==> src/rtl/store_write_buffer.sv <==
// store_write_buffer
//   Store-side write buffer between the MEM stage and the data memory port.
//   sw/sh/sb requests are lane-aligned and given byte enables. Misaligned or
//   reserved-type requests are flagged and dropped. Accepted writes queue in a
//   DEPTH-entry FIFO and drain to memory in order. Loads whose word matches a
//   resident entry are flagged so the hazard unit can stall them.
//
//   Optional feature macro: STORE_WB_COALESCE_EN
//     When defined, an aligned store that targets the tail entry's word merges
//     into that entry (only while count>=2, so the tail is never the head that
//     memory may be consuming). A merge is accepted even when the buffer is full.
//
// Handshakes:
//   store side : a request is taken on a rising edge where
//                st_valid & st_ready & !st_misalign. st_ready does not depend on
//                a pop in the same cycle (no bypass when full).
//   memory side: the head is transferred on a rising edge where
//                mem_valid & mem_ready. While mem_valid=1 and mem_ready=0 the
//                head fields hold. mem_ready is ignored when mem_valid=0.
//
// Ports:
//   clk, reset             clock; synchronous active-low reset
//   st_valid/st_type/st_addr/st_data   store request (type 00 sw, 01 sh, 10 sb)
//   st_ready, st_misalign  buffer can accept / request is illegal (dropped)
//   ld_valid, ld_addr      load in MEM stage
//   ld_conflict            load word matches a pending store
//   mem_valid/mem_addr/mem_wdata/mem_be, mem_ready   memory write port
//   count, empty           occupancy
module store_write_buffer #(
  parameter int DEPTH = 4,
  parameter int AW    = 2
) (
  input  logic          clk,
  input  logic          reset,
  input  logic          st_valid,
  input  logic [1:0]    st_type,
  input  logic [31:0]   st_addr,
  input  logic [31:0]   st_data,
  output logic          st_ready,
  output logic          st_misalign,
  input  logic          ld_valid,
  input  logic [31:0]   ld_addr,
  output logic          ld_conflict,
  output logic          mem_valid,
  output logic [31:0]   mem_addr,
  output logic [31:0]   mem_wdata,
  output logic [3:0]    mem_be,
  input  logic          mem_ready,
  output logic [AW:0]   count,
  output logic          empty
);

  localparam logic [AW:0] FULL_CNT = (AW+1)'(DEPTH);

  logic [29:0]   addr_q [DEPTH];
  logic [31:0]   data_q [DEPTH];
  logic [3:0]    be_q   [DEPTH];
  logic [AW-1:0] wr_ptr;
  logic [AW-1:0] rd_ptr;
  logic [AW:0]   cnt_q;

  logic [31:0]   al_data;
  logic [3:0]    al_be;
  logic          merge_hit;
  logic          push;
  logic          pop;
  logic          ld_hit;

  // Low address bits of a load never matter: matching is per word.
  logic          unused_ld_bits;
  assign unused_ld_bits = &{1'b0, ld_addr[1:0]};

  // Lane alignment of the store data.
  always_comb begin
    al_data = '0;
    al_be   = '0;
    case (st_type)
      2'b00: begin
        al_data = st_data;
        al_be   = 4'b1111;
      end
      2'b01: begin
        al_data = {2{st_data[15:0]}};
        al_be   = st_addr[1] ? 4'b1100 : 4'b0011;
      end
      2'b10: begin
        al_data = {4{st_data[7:0]}};
        al_be   = 4'b0001 << st_addr[1:0];
      end
      default: begin
        al_data = '0;
        al_be   = '0;
      end
    endcase
  end

  assign st_misalign = st_valid & (((st_type == 2'b00) & (st_addr[1:0] != 2'b00)) |
                                   ((st_type == 2'b01) & st_addr[0]) |
                                   (st_type == 2'b11));

`ifdef STORE_WB_COALESCE_EN
  logic [AW-1:0] tail_ptr;
  assign tail_ptr  = wr_ptr - AW'(1);
  // count>=2 guarantees the tail slot holds a valid entry that is not the head.
  assign merge_hit = st_valid & ~st_misalign & (cnt_q >= (AW+1)'(2)) &
                     (addr_q[tail_ptr] == st_addr[31:2]);
`else
  assign merge_hit = 1'b0;
`endif

  assign st_ready  = (cnt_q != FULL_CNT) | merge_hit;
  assign push      = st_valid & st_ready & ~st_misalign & ~merge_hit;
  assign empty     = (cnt_q == '0);
  assign mem_valid = ~empty;
  assign pop       = mem_valid & mem_ready;
  assign count     = cnt_q;

  // Head outputs are forced to zero when nothing is resident so stale slot
  // contents never reach the port.
  assign mem_addr  = mem_valid ? {addr_q[rd_ptr], 2'b00} : '0;
  assign mem_wdata = mem_valid ? data_q[rd_ptr] : '0;
  assign mem_be    = mem_valid ? be_q[rd_ptr]   : '0;

  // Pointer and occupancy state.
  always_ff @(posedge clk) begin
    if (!reset) begin
      wr_ptr <= '0;
      rd_ptr <= '0;
      cnt_q  <= '0;
    end else begin
      if (push) wr_ptr <= wr_ptr + AW'(1);
      if (pop)  rd_ptr <= rd_ptr + AW'(1);
      case ({push, pop})
        2'b10:   cnt_q <= cnt_q + (AW+1)'(1);
        2'b01:   cnt_q <= cnt_q - (AW+1)'(1);
        default: cnt_q <= cnt_q;
      endcase
    end
  end

  // Entry storage; no reset needed since residency is tracked by the pointers.
  always_ff @(posedge clk) begin
    if (reset && push) begin
      addr_q[wr_ptr] <= st_addr[31:2];
      data_q[wr_ptr] <= al_data;
      be_q[wr_ptr]   <= al_be;
    end
`ifdef STORE_WB_COALESCE_EN
    else if (reset && merge_hit) begin
      for (int b = 0; b < 4; b++) begin
        if (al_be[b]) data_q[tail_ptr][8*b +: 8] <= al_data[8*b +: 8];
      end
      be_q[tail_ptr] <= be_q[tail_ptr] | al_be;
    end
`endif
  end

  // A slot is resident when its distance from rd_ptr is below count.
  always_comb begin
    logic [AW-1:0] off;
    ld_hit = 1'b0;
    off    = '0;
    for (int i = 0; i < DEPTH; i++) begin
      off = AW'(i) - rd_ptr;
      if (({1'b0, off} < cnt_q) && (addr_q[i] == ld_addr[31:2])) ld_hit = 1'b1;
    end
  end

  assign ld_conflict = ld_valid & ld_hit;

endmodule

==> config.mk <==
export PLATFORM = sky130hd
export DESIGN_NAME = store_write_buffer
export DESIGN_NICKNAME = d
export VERILOG_FILES = /design/src/rtl/store_write_buffer.sv
export SDC_FILE = /design/constraint.sdc
export NUM_CORES = 1
export LEC_CHECK = 0
export BUFFER_PORTS_ARGS = -buffer_cell sky130_fd_sc_hd__buf_2
export CAP_MARGIN = 20
export CORE_MARGIN = 3
export CORE_UTILIZATION = 55
export DETAILED_ROUTE_END_ITERATION = 10
export MAX_ROUTING_LAYER = met4
export PLACE_DENSITY = 0.77
export SLEW_MARGIN = 20
export SYNTH_ARGS = -nofsm -noshare
export SYNTH_HDL_FRONTEND = slang
export SYNTH_SLANG_ARGS = --single-unit
==> constraint.sdc <==
create_clock -name clk -period 4.06 [get_ports clk]
set_input_delay 0.609 -clock clk [delete_from_list [all_inputs] [get_ports clk]]
set_output_delay 0.609 -clock clk [all_outputs]
set_load 0.02 [all_outputs]
# Word-level counts from Yosys, hierarchy flattened
# Memories as Yosys holds them, arrays and structs flattened. A register that Yosys moved wholly into a read port is not among the register bits.
# Cells that the tools add are included.
# word_totals
mem_bits_rw,264
output_inout_bits,76
word_cells,68
regBits,7
inputBits,103
n_memories,3
# classes
n_lt_le_gt_ge,4
muxes,19
bitwise_logic,11
eq_ne,10
shifts,1
add_sub_neg,8
n_reduce_logical,9
# memory_table
name,words,word_bits,read_ports,rd_clocked_by_memory_dff,wr,line,text
data_q,4,32,1,1,1,56,logic [31:0] data_q [DEPTH];
addr_q,4,30,5,1,1,55,logic [29:0] addr_q [DEPTH];
be_q,4,4,1,1,1,57,logic [3:0] be_q [DEPTH];
# op_table
cell,n
$eq A30 B30 Y1,4
$pmux W32 S3,1
$mux W32,2
$lt A2 B3 Y1,4
$mux W2,6
$pmux W4 S3,1
$mux W4,2
$and A1 B1 Y1,7
$eq A2 B2 Y1 const B,3
$mux W1,6
$pmux W3 S2,1
$logic_and A1 B1 Y1,5
$add A2 B1 Y2 const B,2
$eq A2 B1 Y1 const B,2
$reduce_bool A2 Y1,2
$shl A1 B2 Y4 const A,1
$sub A1 B2 Y2 const A,2
$sub A2 B2 Y2 const A,2
$add A3 B1 Y3 const B,1
$logic_not A3 Y1,1
$ne A3 B3 Y1 const B,1
$sub A3 B1 Y3 const B,1
$logic_not A2 Y1,1
$not A1 Y1,2
$or A1 B1 Y1,2

# Longest topological paths before layout
# depth
depth_word,10
ltp_mapped,9
depth_no_buf,9

# Worst setup path after synthesis
# No wires, ideal clock.
# synth_path
kind,input port to flip-flop
start,input port st_type[1]
end,memory addr_q[0][0] (enable)
required_ps,3629
setup_slack_ps,752
setup_ps,431
arrival_time_ps,2876
path_buffers,1
path_stages,5
cell_sequence,clkbuf_1 > o21bai_1 > nand4_1 > nor2_1 > and2_1
# synth_via
elab_chain_cells,10
word_cells_on_any_way,13
cone_classes,2 x eq/ne; 2 x mux; 7 x bitwise; 2 x reduce/logical
# synth_rtl
item,line,text
from (decl),36,"input logic [1:0] st_type,"
$eq A2 B1 Y1 / $logic_not A2 Y1 (equally long branches),"98, 97",
$and A1 B1 Y1 (on tied branches),"98, 97",
$or A1 B1 Y1,97,assign st_misalign = st_valid & (((st_type == 2'b00) & (st_addr[1:0] != 2'b00)) |
$or A1 B1 Y1 *,98,((st_type == 2'b01) & st_addr[0]) |
$and A1 B1 Y1 *,97,
$not A1 Y1 *,112,assign push = st_valid & st_ready & ~st_misalign & ~merge_hit;
$and A1 B1 Y1 *,112,
$logic_and A1 B1 Y1 *,143,if (reset && push) begin
$mux W1 *,143,
$mux W1 (implied by the code) *,144,addr_q[wr_ptr] <= st_addr[31:2];
to (decl),55,
# Mark *: on every way between the ends. The rest lies on a longest branch, timed or not.

==> flow_summary.ini <==
[outcome]
status = finished clean

[yosys]
ys_types = 37
yosysMostFrequentCell = edfxtp_1
yosys-top-cells-area = edfxtp_1 (64%), mux4_2 (12%), xor2_1 (8.0%), and2_1 (4.0%), dfxtp_1 (1.4%)
synth_fa_ha_area_frac = 0.01066
synth_edf_count = 264
synth-compound-area-share = 0.02131
synth_area_per_cell_um2 = 16.53
synth_xor_area_frac = 0.08866
synth_area_leader_cell = edfxtp_1
netlist_instances = 753
synth_seq_cells = 273
synth_top_area_frac = 0.6369
netlist_top_cells_count = edfxtp_1 (264), xor2_1 (114), and2_1 (79), mux4_2 (66), nor4_1 (24)
async_flop_share = 0
synth_area_mm2 = 0.01245
synthMuxAreaShare = 0.1331
synth_top_family_by_area = multiplexers
ys_warn_count = 0
yosys.area_share.simple = 0.07529
ys_seq_area_frac = 0.6514
synthFlopType = edfxtp_1

[routing]
vias = 7331
drc_errors = 0
routed_wl_um = 29980
first_pass_iters = 6
postRouteAntennaNets = 0
drt_iter0_markers = 621
wl_per_cell_um = 24.08
viasPerCell = 5.888

[critical_path]
critPathMaxStageDelay_ns = 0.79
path_cells = buf_4 > mux4_2 > and2_1 > buf_2
critPathArrivalTime_ns = 2.63
cp_max_fo = 31
start_kind = flip-flop
crit_slowest_cell = dfxtp_4
cp.required_ns = 3.45
critPathCaptureType = output port
crit_type = flip-flop to output port

[placement]
io_buffers = 174
dp_hpwl_um = 20670
gp_congestion = 0.9520

[hold_path]
hold_path_class = primary input to flip-flop

[final_layout]
multi_input_area_mm2 = 0.004113
register_area_mm2 = 0.008113
drive_gt1_frac = 0.3195
area_growth_pct = 17.63
final_util = 0.6647
nets = 1053
num-fill-cells = 1531

[timing]
timing.slew.headroom = 0.5372
skew_ns = 0.01429
hold_viol = 0
tns_ns = 0
max_freq_mhz = 308.9
setup_violations = 0
slew_violations = 0
layout_min_cycle_time_ns = 3.237
worst_slew_pin_slew_ns = 0.6942
fin_crit_sh = 0.7974
rsz0062_at_grt = false

[clocking]
clock_sinks = 273
cts_tree = built
htree_levels = 1
ctsHoldBuffers = 0
ctsRootBufferMaster = clkbuf_16
cts_setup_buffers = 0
clk_pin_slew_ns = 0.07
numCtsBuffers = 28
insertion_delay_ns = 0.53
cts_resized = 0
clock_path_buffers = 3

[floorplan]
initial_core_util = 0.5651
rows = 54
ios = 179
die-area_mm2 = 0.02447
fp.dieH_um = 156.4
die_w_um = 156.4
core-area_mm2 = 0.02203

[grt]
antenna_found_initial = 4
grt_pass1_vias = 7459
grt_use_total = 0.2528
grt_pass1_wl_um = 44860
grt_max_degree = 70
grt_overflow_total = 0

[power_and_ir_drop]
power_density_mw_per_mm2 = 573.1
p_leak_nw = 5.268
finalPower_w = 0.008391
vdd_drop_max_mv = 0.4207

[flow_run]
cap_violations = 0
==> cell type report <==
| class | instances | area share |
|---|---|---|
| Clock buffer | 32 | 0.05033 |
| Timing Repair Buffer | 187 | 0.07042 |
| Inverter | 21 | 0.005384 |
| Clock inverter | 19 | 0.01427 |
| Antenna cell | 4 | 0.0006836 |
| Sequential cell | 273 | 0.5541 |
| Tap cell | 280 | 0.02393 |
| Multi-Input combinational cell | 429 | 0.2809 |
==> report_power, final <==
| part | switching, W | internal, W | total [W] | leakage, nW |
|---|---|---|---|---|
| Clock | 0.00105 | 0.00156 | 0.00261 | 0.456 |
| Sequential | 0.000144 | 0.00320 | 0.00334 | 2.47 |
| Combinational | 0.00143 | 0.00101 | 0.00244 | 2.34 |
==> cell usage in the layout, fill, tap and decap left out, drive strengths merged <==
| cell type | synthesis | routed |
|---|---|---|
| o22ai | 2 | 2 |
| o21bai | 1 | 1 |
| a21oi | 7 | 7 |
| xor2 | 114 | 114 |
| o21a | 1 | 1 |
| nor2 | 10 | 10 |
| a2bb2o | 1 | 1 |
| nand4 | 9 | 9 |
| or3 | 10 | 10 |
| mux2i | 17 | 17 |
| dfxtp | 9 | 9 |
| or4 | 1 | 1 |
| nor3 | 4 | 4 |
| inv | 20 | 21 |
| a21boi | 2 | 2 |
| clkinvlp | 0 | 3 |
| a2111oi | 4 | 4 |
| nand3 | 5 | 5 |
| buf | 13 | 187 |
| edfxtp | 264 | 264 |
| mux4 | 66 | 66 |
| conb | 1 | 2 |
| nand2 | 19 | 19 |
| o21ai | 27 | 27 |
| clkbuf | 18 | 32 |
| fa | 1 | 1 |
| xnor2 | 12 | 12 |
| ha | 9 | 9 |
| nor2b | 2 | 2 |
| and2 | 79 | 79 |
| clkinv | 1 | 12 |
| nor4 | 24 | 24 |
| bufinv | 0 | 4 |
| diode | 0 | 4 |
==> metal layers <==
layer	global-route usage	part of all wire	wire (µm)	vias to the layer above
li1	-	-	-	3256
met5	-	0	0	-
met4	0.06920	0.025	761	0
met3	0.04314	0.082	2449	50
met2	0.4178	0.51	15250	357
met1	0.3291	0.38	11520	3668
==> state kept, by name, indices dropped and copies added, names as in the netlist, named ones only <==
name / cells
rd_ptr: 2
wr_ptr: 2
be_q: 16
data_q: 128
addr_q: 120
count: 3
==> worst paths after layout <==
check                       end        start  depth (start not counted)  slack (ns)
setup / recovery      mem_be[3]    flip-flop                          4        0.82
hold / removal    addr_q[1][29]  st_addr[31]                          1        0.29
setup reg to reg       count[2]     count[2]                          8        1.41
hold reg to reg        count[1]     count[1]                          2        0.55
==> critical path, delay by kind of cell (launching register included) <==
family | cells | cell delay [ns]
and+or+nand+nor | 1 | 0.21
buffers and inverters | 2 | 0.54
DFF | 1 | 0.79
muxes | 1 | 0.54
==> per-stage QoR <==
| step | std cells | setup slack (ns) | hold WS [ns] | area [µm²] |
|---|---|---|---|---|
| finish | 1245 | 0.8225 | 0.2946 | 14640 |
| global route | 1245 | 0.6321 | 0.2770 | 14640 |
| CTS | 1241 | 0.7424 | 0.2768 | 14630 |
| detailed placement | 1190 | 0.9152 | 0.5362 | 13680 |
| global placement | 1190 | 0.9577 | 0.5174 | 13680 |
| floorplan | 754 | 0.7524 | 0.5175 | 12450 |
==> kinds of logic (layout without fill, tap and decap cells) <==
family          after synthesis  after routing
flops                       273            273
simple gates                163            163
xor+xnor                    126            126
mux                          83             83
buf+inv                      52            259
compound gates               45             45
fa+ha+maj                    10             10
other cells                   1              6
No activity file was read; power rests on OpenSTA's default activity.
